## config.mk

```make
export PLATFORM = sky130hd
export DESIGN_NAME = conv_layer_sched_flat
export DESIGN_NICKNAME = d
export VERILOG_FILES = /design/src/rtl/conv_pkg.sv /design/src/rtl/conv_layer_sched_if.sv /design/src/rtl/sat_counter.sv /design/src/rtl/conv_layer_sched.sv /design/src/flat_wrapper.sv
export SDC_FILE = /design/constraint.sdc
export NUM_CORES = 1
export LEC_CHECK = 0
export CORE_ASPECT_RATIO = 0.6
export CORE_MARGIN = 2
export CORE_UTILIZATION = 40
export CTS_CLUSTER_SIZE = 25
export DETAILED_ROUTE_END_ITERATION = 16
export SLEW_MARGIN = 5
export SYNTH_ARGS = -nofsm -noshare
export SYNTH_HDL_FRONTEND = slang
export SYNTH_SLANG_ARGS = --single-unit
```

## constraint.sdc

```tcl
create_clock -name clk -period 10.8 [get_ports clk]
set_clock_uncertainty 0.15 [all_clocks]
set_input_delay 2.16 -clock clk [delete_from_list [all_inputs] [get_ports clk]]
set_output_delay 2.16 -clock clk [all_outputs]
set_load 0.01 [all_outputs]
```

## src/rtl/conv_pkg.sv

```systemverilog
// -----------------------------------------------------------------------------
// conv_pkg
// Shared definitions for the CONV layer scheduler.
//   - state_e          : scheduler FSM states
//   - DEF_*            : default layer geometry
//   - ofm_size/area    : derived geometry helpers (OFM side, square areas)
//   - cnt_width        : bits needed to hold 0..max_val
//   - idx_width        : width of a channel index for n channels
//   - addr_fits        : true when an address range fits in w address bits
// -----------------------------------------------------------------------------
package conv_pkg;

  typedef enum logic [2:0] {
    ST_IDLE,
    ST_LAUNCH,
    ST_RUN,
    ST_NEXT,
    ST_DONE
  } state_e;

  localparam int DEF_IFM_SIZE    = 27;
  localparam int DEF_KERNEL_SIZE = 5;
  localparam int DEF_STRIDE      = 1;
  localparam int DEF_PAD         = 2;
  localparam int DEF_CI          = 3;
  localparam int DEF_CO          = 8;
  localparam int DEF_ADDR_WIDTH  = 16;

  function automatic int ofm_size(input int ifm, input int k, input int s, input int p);
    return (ifm - k + 2 * p) / s + 1;
  endfunction

  function automatic int area(input int side);
    return side * side;
  endfunction

  function automatic int cnt_width(input int max_val);
    return (max_val < 1) ? 1 : $clog2(max_val + 1);
  endfunction

  function automatic int idx_width(input int n);
    return $clog2(n) + 1;
  endfunction

  // A range of v words occupies addresses 0..v-1, so v may equal 2^w.
  function automatic bit addr_fits(input longint v, input int w);
    return v <= (longint'(1) << w);
  endfunction

endpackage

```

## src/rtl/conv_layer_sched_if.sv

```systemverilog
// -----------------------------------------------------------------------------
// conv_layer_sched_if
// Engine handshake and memory address bus between the layer scheduler and one
// CONV engine instance.
//   start_conv : scheduler -> engine, 1-cycle pass start
//   end_conv   : engine -> scheduler, 1-cycle pass complete
//   ifm_read   : engine consumes one IFM word this cycle
//   wgt_read   : engine consumes one weight word this cycle
//   out_valid  : engine produces one output word this cycle
//   ifm_addr   : IFM read address
//   wgt_addr   : weight read address
//   ofm_addr   : OFM write address
//   ofm_we     : OFM write enable
// Modports: master = scheduler side, slave = engine/memory side.
// -----------------------------------------------------------------------------
interface conv_layer_sched_if #(
  parameter int ADDR_WIDTH = 16
);

  logic                  start_conv;
  logic                  end_conv;
  logic                  ifm_read;
  logic                  wgt_read;
  logic                  out_valid;
  logic [ADDR_WIDTH-1:0] ifm_addr;
  logic [ADDR_WIDTH-1:0] wgt_addr;
  logic [ADDR_WIDTH-1:0] ofm_addr;
  logic                  ofm_we;

  modport master (
    output start_conv,
    output ifm_addr,
    output wgt_addr,
    output ofm_addr,
    output ofm_we,
    input  end_conv,
    input  ifm_read,
    input  wgt_read,
    input  out_valid
  );

  modport slave (
    input  start_conv,
    input  ifm_addr,
    input  wgt_addr,
    input  ofm_addr,
    input  ofm_we,
    output end_conv,
    output ifm_read,
    output wgt_read,
    output out_valid
  );

endinterface

```

## src/rtl/sat_counter.sv

```systemverilog
// -----------------------------------------------------------------------------
// sat_counter
// Saturating up-counter used for per-pass word counters.
//   clk, rst_n : clock, asynchronous active-low reset
//   inc        : count one event
//   clr        : synchronous clear (wins over inc)
//   count      : current count, 0..MAX
//   ovf        : combinational, high when inc arrives after MAX+1 events
// The counter accepts MAX+1 events (addresses 0..MAX); the event that reaches
// the last address only marks the counter full. Only an event beyond that is
// an overrun, and the count holds at MAX throughout.
// -----------------------------------------------------------------------------
module sat_counter
  import conv_pkg::*;
#(
  parameter int WIDTH = 4,
  parameter int MAX   = 15
) (
  input  logic             clk,
  input  logic             rst_n,
  input  logic             inc,
  input  logic             clr,
  output logic [WIDTH-1:0] count,
  output logic             ovf
);

  localparam logic [WIDTH-1:0] MAX_V = WIDTH'(MAX);

  logic [WIDTH-1:0] count_q, count_d;
  logic             full_q, full_d;

  always_comb begin
    count_d = count_q;
    full_d  = full_q;
    ovf     = 1'b0;
    if (clr) begin
      count_d = '0;
      full_d  = 1'b0;
    end else if (inc) begin
      if (full_q) begin
        ovf = 1'b1;
      end else if (count_q == MAX_V) begin
        full_d = 1'b1;
      end else begin
        count_d = count_q + WIDTH'(1);
      end
    end
  end

  always_ff @(posedge clk or negedge rst_n) begin
    if (!rst_n) begin
      count_q <= '0;
      full_q  <= 1'b0;
    end else begin
      count_q <= count_d;
      full_q  <= full_d;
    end
  end

  assign count = count_q;

endmodule

```

## src/rtl/conv_layer_sched.sv

```systemverilog
// -----------------------------------------------------------------------------
// conv_layer_sched
// Layer-level scheduler for one CONV engine. Runs one engine pass per
// (output channel, input channel) pair, co outer / ci inner, and turns the
// engine's read/write strobes into IFM, weight and OFM addresses.
//   clk, rst_n : clock, asynchronous active-low reset
//   start      : 1-cycle layer start request (ignored while not idle)
//   abort      : synchronous abort back to idle, highest priority
//   busy       : layer in progress
//   done       : 1-cycle pulse when the last pass has completed
//   err        : sticky address-overrun flag, cleared by the next start
//   ci_idx     : current input channel
//   co_idx     : current output channel
//   bus        : engine handshake + memory addresses (master side)
// -----------------------------------------------------------------------------
module conv_layer_sched
  import conv_pkg::*;
#(
  parameter int IFM_SIZE    = DEF_IFM_SIZE,
  parameter int KERNEL_SIZE = DEF_KERNEL_SIZE,
  parameter int STRIDE      = DEF_STRIDE,
  parameter int PAD         = DEF_PAD,
  parameter int CI          = DEF_CI,
  parameter int CO          = DEF_CO,
  parameter int ADDR_WIDTH  = DEF_ADDR_WIDTH
) (
  input  logic                     clk,
  input  logic                     rst_n,
  input  logic                     start,
  input  logic                     abort,
  output logic                     busy,
  output logic                     done,
  output logic                     err,
  output logic [idx_width(CI)-1:0] ci_idx,
  output logic [idx_width(CO)-1:0] co_idx,
  conv_layer_sched_if.master       bus
);

  localparam int OFM_SIZE = ofm_size(IFM_SIZE, KERNEL_SIZE, STRIDE, PAD);
  localparam int IFM_AREA = area(IFM_SIZE);
  localparam int KER_AREA = area(KERNEL_SIZE);
  localparam int OFM_AREA = area(OFM_SIZE);

  localparam int CI_W  = idx_width(CI);
  localparam int CO_W  = idx_width(CO);
  localparam int PIX_W = cnt_width(IFM_AREA - 1);
  localparam int K_W   = cnt_width(KER_AREA - 1);
  localparam int O_W   = cnt_width(OFM_AREA - 1);

  // Address-space range checks: refuse to elaborate a layer whose tensors do
  // not fit in the address width.
  if (!addr_fits(longint'(CO) * longint'(OFM_AREA), ADDR_WIDTH)) begin : g_ofm_range_err
    $error("conv_layer_sched: CO*OFM_SIZE^2 exceeds the address space");
  end
  if (!addr_fits(longint'(CI) * longint'(IFM_AREA), ADDR_WIDTH)) begin : g_ifm_range_err
    $error("conv_layer_sched: CI*IFM_SIZE^2 exceeds the address space");
  end
  if (!addr_fits(longint'(CO) * longint'(CI) * longint'(KER_AREA), ADDR_WIDTH)) begin : g_wgt_range_err
    $error("conv_layer_sched: CO*CI*KERNEL_SIZE^2 exceeds the address space");
  end

  localparam logic [ADDR_WIDTH-1:0] IFM_AREA_A = ADDR_WIDTH'(IFM_AREA);
  localparam logic [ADDR_WIDTH-1:0] KER_AREA_A = ADDR_WIDTH'(KER_AREA);
  localparam logic [ADDR_WIDTH-1:0] OFM_AREA_A = ADDR_WIDTH'(OFM_AREA);
  localparam logic [ADDR_WIDTH-1:0] CI_A       = ADDR_WIDTH'(CI);
  localparam logic [CI_W-1:0]       CI_LAST    = CI_W'(CI - 1);
  localparam logic [CO_W-1:0]       CO_LAST    = CO_W'(CO - 1);

  state_e          state_q, state_d;
  logic [CI_W-1:0] ci_q, ci_d;
  logic [CO_W-1:0] co_q, co_d;
  logic            err_q, err_d;

  logic             run;
  logic             start_acc;
  logic             cnt_clr;
  logic             last_ci;
  logic             last_co;
  logic             ofm_we;
  logic [PIX_W-1:0] pix_cnt;
  logic [K_W-1:0]   k_cnt;
  logic [O_W-1:0]   o_cnt;
  logic             pix_ovf;
  logic             k_ovf;
  logic             o_ovf;

  assign run       = (state_q == ST_RUN);
  assign start_acc = (state_q == ST_IDLE) && start && !abort;
  assign last_ci   = (ci_q == CI_LAST);
  assign last_co   = (co_q == CO_LAST);

  // Counters restart for every pass (LAUNCH), for a new layer, and on abort.
  assign cnt_clr = abort || start_acc || (state_q == ST_LAUNCH);

  // Only the final input-channel pass carries finished output words.
  assign ofm_we = bus.out_valid && last_ci && run;

  // Strobes outside RUN never reach the counters, so they cannot set err.
  sat_counter #(.WIDTH(PIX_W), .MAX(IFM_AREA - 1)) u_pix_cnt (
    .clk   (clk),
    .rst_n (rst_n),
    .inc   (bus.ifm_read && run),
    .clr   (cnt_clr),
    .count (pix_cnt),
    .ovf   (pix_ovf)
  );

  sat_counter #(.WIDTH(K_W), .MAX(KER_AREA - 1)) u_k_cnt (
    .clk   (clk),
    .rst_n (rst_n),
    .inc   (bus.wgt_read && run),
    .clr   (cnt_clr),
    .count (k_cnt),
    .ovf   (k_ovf)
  );

  sat_counter #(.WIDTH(O_W), .MAX(OFM_AREA - 1)) u_o_cnt (
    .clk   (clk),
    .rst_n (rst_n),
    .inc   (ofm_we),
    .clr   (cnt_clr),
    .count (o_cnt),
    .ovf   (o_ovf)
  );

  // Pass sequencing. The channel indices advance on end_conv; a write that
  // lands in the same cycle still uses the old indices because the address
  // is formed from the registered values.
  always_comb begin
    state_d = state_q;
    ci_d    = ci_q;
    co_d    = co_q;
    case (state_q)
      ST_IDLE: begin
        if (start) begin
          state_d = ST_LAUNCH;
          ci_d    = '0;
          co_d    = '0;
        end
      end
      ST_LAUNCH: begin
        state_d = ST_RUN;
      end
      ST_RUN: begin
        if (bus.end_conv) begin
          if (!last_ci) begin
            ci_d    = ci_q + CI_W'(1);
            state_d = ST_NEXT;
          end else if (!last_co) begin
            ci_d    = '0;
            co_d    = co_q + CO_W'(1);
            state_d = ST_NEXT;
          end else begin
            state_d = ST_DONE;
          end
        end
      end
      ST_NEXT: begin
        state_d = ST_LAUNCH;
      end
      ST_DONE: begin
        state_d = ST_IDLE;
      end
      default: begin
        state_d = ST_IDLE;
      end
    endcase
    if (abort) begin
      state_d = ST_IDLE;
      ci_d    = '0;
      co_d    = '0;
    end
  end

  // Overflow strobes are already suppressed by the counter clear on abort,
  // so err simply holds across an abort.
  always_comb begin
    err_d = err_q | pix_ovf | k_ovf | o_ovf;
    if (start_acc) begin
      err_d = 1'b0;
    end
  end

  always_ff @(posedge clk or negedge rst_n) begin
    if (!rst_n) begin
      state_q <= ST_IDLE;
      ci_q    <= '0;
      co_q    <= '0;
      err_q   <= 1'b0;
    end else begin
      state_q <= state_d;
      ci_q    <= ci_d;
      co_q    <= co_d;
      err_q   <= err_d;
    end
  end

  assign busy           = (state_q == ST_LAUNCH) || (state_q == ST_RUN) || (state_q == ST_NEXT);
  assign done           = (state_q == ST_DONE);
  assign err            = err_q;
  assign ci_idx         = ci_q;
  assign co_idx         = co_q;
  assign bus.start_conv = (state_q == ST_LAUNCH);
  assign bus.ofm_we     = ofm_we;

  assign bus.ifm_addr = ADDR_WIDTH'(ci_q) * IFM_AREA_A + ADDR_WIDTH'(pix_cnt);
  assign bus.wgt_addr = (ADDR_WIDTH'(co_q) * CI_A + ADDR_WIDTH'(ci_q)) * KER_AREA_A
                        + ADDR_WIDTH'(k_cnt);
  assign bus.ofm_addr = ADDR_WIDTH'(co_q) * OFM_AREA_A + ADDR_WIDTH'(o_cnt);

endmodule

```

## src/flat_wrapper.sv

```systemverilog
// flat-port wrapper written by rule: the top's interface ports become plain ports
module conv_layer_sched_flat import conv_pkg::*;
#(
  parameter int IFM_SIZE    = DEF_IFM_SIZE,
  parameter int KERNEL_SIZE = DEF_KERNEL_SIZE,
  parameter int STRIDE      = DEF_STRIDE,
  parameter int PAD         = DEF_PAD,
  parameter int CI          = DEF_CI,
  parameter int CO          = DEF_CO,
  parameter int ADDR_WIDTH  = DEF_ADDR_WIDTH
)
  (clk, rst_n, start, abort, busy, done, err, ci_idx, co_idx, bus_start_conv, bus_ifm_addr, bus_wgt_addr, bus_ofm_addr, bus_ofm_we, bus_end_conv, bus_ifm_read, bus_wgt_read, bus_out_valid);
  conv_layer_sched_if #(.ADDR_WIDTH(ADDR_WIDTH)) bus_i ();
  input  logic clk;
  input  logic rst_n;
  input  logic start;
  input  logic abort;
  output logic busy;
  output logic done;
  output logic err;
  output logic [idx_width(CI)-1:0] ci_idx;
  output logic [idx_width(CO)-1:0] co_idx;
  output wire logic [$bits(bus_i.start_conv)-1:0] bus_start_conv;
  output wire logic [$bits(bus_i.ifm_addr)-1:0] bus_ifm_addr;
  output wire logic [$bits(bus_i.wgt_addr)-1:0] bus_wgt_addr;
  output wire logic [$bits(bus_i.ofm_addr)-1:0] bus_ofm_addr;
  output wire logic [$bits(bus_i.ofm_we)-1:0] bus_ofm_we;
  input wire logic [$bits(bus_i.end_conv)-1:0] bus_end_conv;
  input wire logic [$bits(bus_i.ifm_read)-1:0] bus_ifm_read;
  input wire logic [$bits(bus_i.wgt_read)-1:0] bus_wgt_read;
  input wire logic [$bits(bus_i.out_valid)-1:0] bus_out_valid;
  assign bus_start_conv = bus_i.start_conv;
  assign bus_ifm_addr = bus_i.ifm_addr;
  assign bus_wgt_addr = bus_i.wgt_addr;
  assign bus_ofm_addr = bus_i.ofm_addr;
  assign bus_ofm_we = bus_i.ofm_we;
  assign bus_i.end_conv = bus_end_conv;
  assign bus_i.ifm_read = bus_ifm_read;
  assign bus_i.wgt_read = bus_wgt_read;
  assign bus_i.out_valid = bus_out_valid;
  conv_layer_sched #(.IFM_SIZE(IFM_SIZE), .KERNEL_SIZE(KERNEL_SIZE), .STRIDE(STRIDE), .PAD(PAD), .CI(CI), .CO(CO), .ADDR_WIDTH(ADDR_WIDTH)) u_core (.clk(clk), .rst_n(rst_n), .start(start), .abort(abort), .busy(busy), .done(done), .err(err), .ci_idx(ci_idx), .co_idx(co_idx), .bus(bus_i));
endmodule
```

==> flow_summary.json <==
{
  "drt-wirelength-per-cell_um": 14.83,
  "vias": 3969,
  "r2r_start": "u_core.state_q[1]",
  "drt_iter0_markers": 186,
  "fin_crit_sh_pct": 72.77,
  "setup_viol": 0,
  "first_global_vias": 3823,
  "power_frac_clock_pct": 46.1,
  "synth_cell_types": 58,
  "final_area_mm2": 0.005748,
  "place_inst": 759,
  "dpl-instance-area_mm2": 0.005559,
  "htree_num_levels": 2,
  "grt_max_degree": 40,
  "clkTransAtPathRegs_ns": 0.06,
  "cts.path.max_buffers": 2,
  "routed_via_density": 5.175,
  "initial_core_util_pct": 40.59,
  "antenna_found_initial": 0,
  "worstPathMaxFanout": 10,
  "synthArstFlopShare_pct": 100.0,
  "worstSetupStartpointType": "flop",
  "row_count": 31,
  "synth_cells": 546,
  "r2r_end": "u_core.u_pix_cnt.count[4]",
  "dieArea_mm2": 0.01305,
  "drv_cap": 0,
  "ios": 68,
  "grt_pass1_wl_mm": 18.69,
  "internal_power_mw": 0.3109,
  "synth.most_common_cell": "ha_1",
  "ys_top_cells_by_area": "ha_1 24%, dfrtp_1 20%, fa_1 8.7%, inv_1 5.7%, xnor2_1 5.1%",
  "n_fill_cell": 1168,
  "ant_nets": 0,
  "synth-main-ff-cell": "dfrtp_1",
  "critPathCaptureType": "output port",
  "slew_viol_final": 0,
  "holdCritPathClass": "flop to flop",
  "finalPower_mw": 0.4106,
  "worst_hold_path.endpoint": "u_core.err",
  "clkLatencyLatePin_ns": 0.28,
  "required_ns": 8.49,
  "core_area_mm2": 0.01195,
  "cp.arrival_ns": 5.55,
  "synth_warnings": 0,
  "die_w_um": 146.2,
  "die_height_um": 89.29,
  "p_switching_mw": 0.09967,
  "io_buffers": 59,
  "drt-total-wl_mm": 11.38,
  "worstMarginPinSlew_ns": 1.013,
  "layout_min_cycle_time_ns": 7.860,
  "min_from": "u_core.err",
  "grt_usage_pct": 17.84,
  "root_buffer": "clkbuf_16",
  "cts_resized": 0,
  "p_leak_nw": 2.933,
  "peakVddDrop_uv": 72.29,
  "syn-cell-area_mm2": 0.004850,
  "post_cts_buffers": 0,
  "drive_gt1_share_pct": 2.658,
  "crit_path_start": "u_core.co_idx[0]",
  "status": "finished, final reports clean",
  "seq_power_share_pct": 37.0,
  "finalNetCount": 723,
  "cts_tree": "done",
  "cts_inserted_buffers": 5,
  "dr.pass1.iters": 4,
  "ys_top_cells_by_count": "93 x ha_1, 73 x inv_1, 49 x nor2_1",
  "yosysTopAreaCell": "ha_1",
  "r2r_cells": 5,
  "ys_seq_elements": 39,
  "seq_area_frac_synth_pct": 20.12,
  "pwr_density_cell_mw_per_mm2": 71.43,
  "hold_viol": 0,
  "path_class": "flop to output port",
  "routabilityCongestion": 0.8678,
  "whs_path_depth": 2,
  "p_comb_share_pct": 16.9,
  "dpl.hpwl_mm": 9.492,
  "tns_ns": 0,
  "n_antenna_cell": 0,
  "drc": 0,
  "clock.fmax_mhz": 127.2,
  "swShare_pct": 24.28,
  "area_growth_pct": 18.52,
  "synth_edf_count": 0,
  "slew_headroom_pct": 32.45,
  "cts-hold-fix-buffers": 0,
  "avgSynthCellArea_um2": 8.882,
  "r2r_slack_ns": 8.19,
  "grt-ovfl-total": 0,
  "finalNonFillerCells": 767,
  "synth_top_area_share_pct": 23.99,
  "rsz0062_at_grt": "false",
  "cts_sinks": 39
}
power groups by stage:
stage          clock (mW)  sequential, mW  combinational (mW)
3_5_place_dp            0           0.155              0.0694
3_3_place_gp            0           0.154              0.0690
5_1_grt             0.201           0.152              0.0781
2_1_floorplan           0           0.152              0.0439
6_report            0.189           0.152              0.0695
4_1_cts             0.194           0.152              0.0703
cell usage in the layout, fill, tap and decap left out, drive strengths merged, types with 3 or more instances in the layout:
cell / synthesis / routed
nand4: 9 / 9
or4: 5 / 5
o21ai: 24 / 24
nand2b: 4 / 4
nand2: 25 / 25
mux2i: 3 / 3
dfrtp: 39 / 39
a21oi: 22 / 22
xnor2: 28 / 28
nor3b: 3 / 3
or2: 4 / 4
a31oi: 4 / 4
nor2b: 4 / 4
nor3: 7 / 7
nor2: 49 / 49
inv: 73 / 73
or4b: 3 / 3
conb: 1 / 8
clkdlybuf4s50: 0 / 58
o21a: 6 / 6
xor2: 16 / 16
nand3: 13 / 13
o311ai: 3 / 3
a21o: 8 / 8
and3: 5 / 5
nor4: 5 / 5
or3: 5 / 5
o31ai: 5 / 5
clkbuf: 3 / 6
o41ai: 3 / 3
a211oi: 8 / 8
and2: 5 / 5
o211ai: 3 / 3
fa: 21 / 21
nand3b: 4 / 4
ha: 93 / 93
worst max path at each step:
stage	to	slack, ns
2_1_floorplan	bus_wgt_addr[9]	3.95
3_3_place_gp	bus_wgt_addr[9]	3.33
3_5_place_dp	bus_wgt_addr[9]	3.18
4_1_cts	bus_wgt_addr[9]	2.87
5_1_grt	bus_wgt_addr[9]	2.58
6_report	bus_wgt_addr[9]	2.94
critical path, stage by stage, from the launching register on:
cell             delay, ns
dfrtp_1               0.56
inv_1                 0.16
fa_1                  0.52
inv_1                 0.04
ha_1                  0.19
inv_1                 0.07
fa_1                  0.41
inv_1                 0.11
ha_1                  0.24
inv_1                 0.07
fa_1                  0.45
fa_1                  0.54
inv_1                 0.04
ha_1                  0.34
o21ai_0               0.09
nor2_1                0.08
or4_1                 0.40
a31oi_1               0.25
xnor2_1               0.14
clkdlybuf4s50_1       0.55
through the flow:
stage          utilization, %  setup slack [ns]  hold WS (ns)
2_1_floorplan               -             3.951        0.3757
3_3_place_gp            46.53             3.329        0.3840
3_5_place_dp            46.53             3.176        0.3676
4_1_cts                 48.11             2.870        0.3997
5_1_grt                 48.11             2.577        0.4351
6_report                48.11             2.940        0.3962
area by class of cell:
cell class | count | area (um^2) | share of cell area [%]
multi-input cells | 423 | 3517 | 61.19
flip-flops and latches | 39 | 975.9 | 16.98
repair buffers | 59 | 585.6 | 10.19
inverters | 73 | 274.0 | 4.767
well taps | 165 | 206.4 | 3.592
clock buffers | 6 | 128.9 | 2.242
clock inverters | 2 | 60.06 | 1.045
logic make-up (layout without fill, tap and decap cells):
| family | Yosys count | count (layout) | share of synthesized area, % |
|---|---|---|---|
| AND/OR/NAND/NOR | 157 | 157 | 17.72 |
| adder cells (fa/ha/maj) | 114 | 114 | 32.66 |
| AO/OA/AOI/OAI | 97 | 97 | 12.95 |
| buffers and inverters | 91 | 140 | 7.895 |
| XOR/XNOR | 44 | 44 | 7.946 |
| flip-flops | 39 | 39 | 20.12 |
| multiplexers | 3 | 3 | 0.6192 |
| other | 1 | 8 | 0.07733 |
registers in the layout, summed over array words and instances (netlist names):
signal	flops
u_core.ci_idx	3
u_core.co_idx	4
u_core.err	1
u_core.state_q	3
u_core.u_k_cnt.count	5
u_core.u_k_cnt.full_q	1
u_core.u_o_cnt.count	10
u_core.u_o_cnt.full_q	1
u_core.u_pix_cnt.count	10
u_core.u_pix_cnt.full_q	1
routing by layer:
layer  up-vias  GRT usage [%]  wire length, um
li1       1992              -                -
met1      1880          27.87             6207
met2        87          26.11             4439
met3        10          2.806              638
met4         0          3.089               90
met5         -              0                0
(Power assumes the default switching activity.)
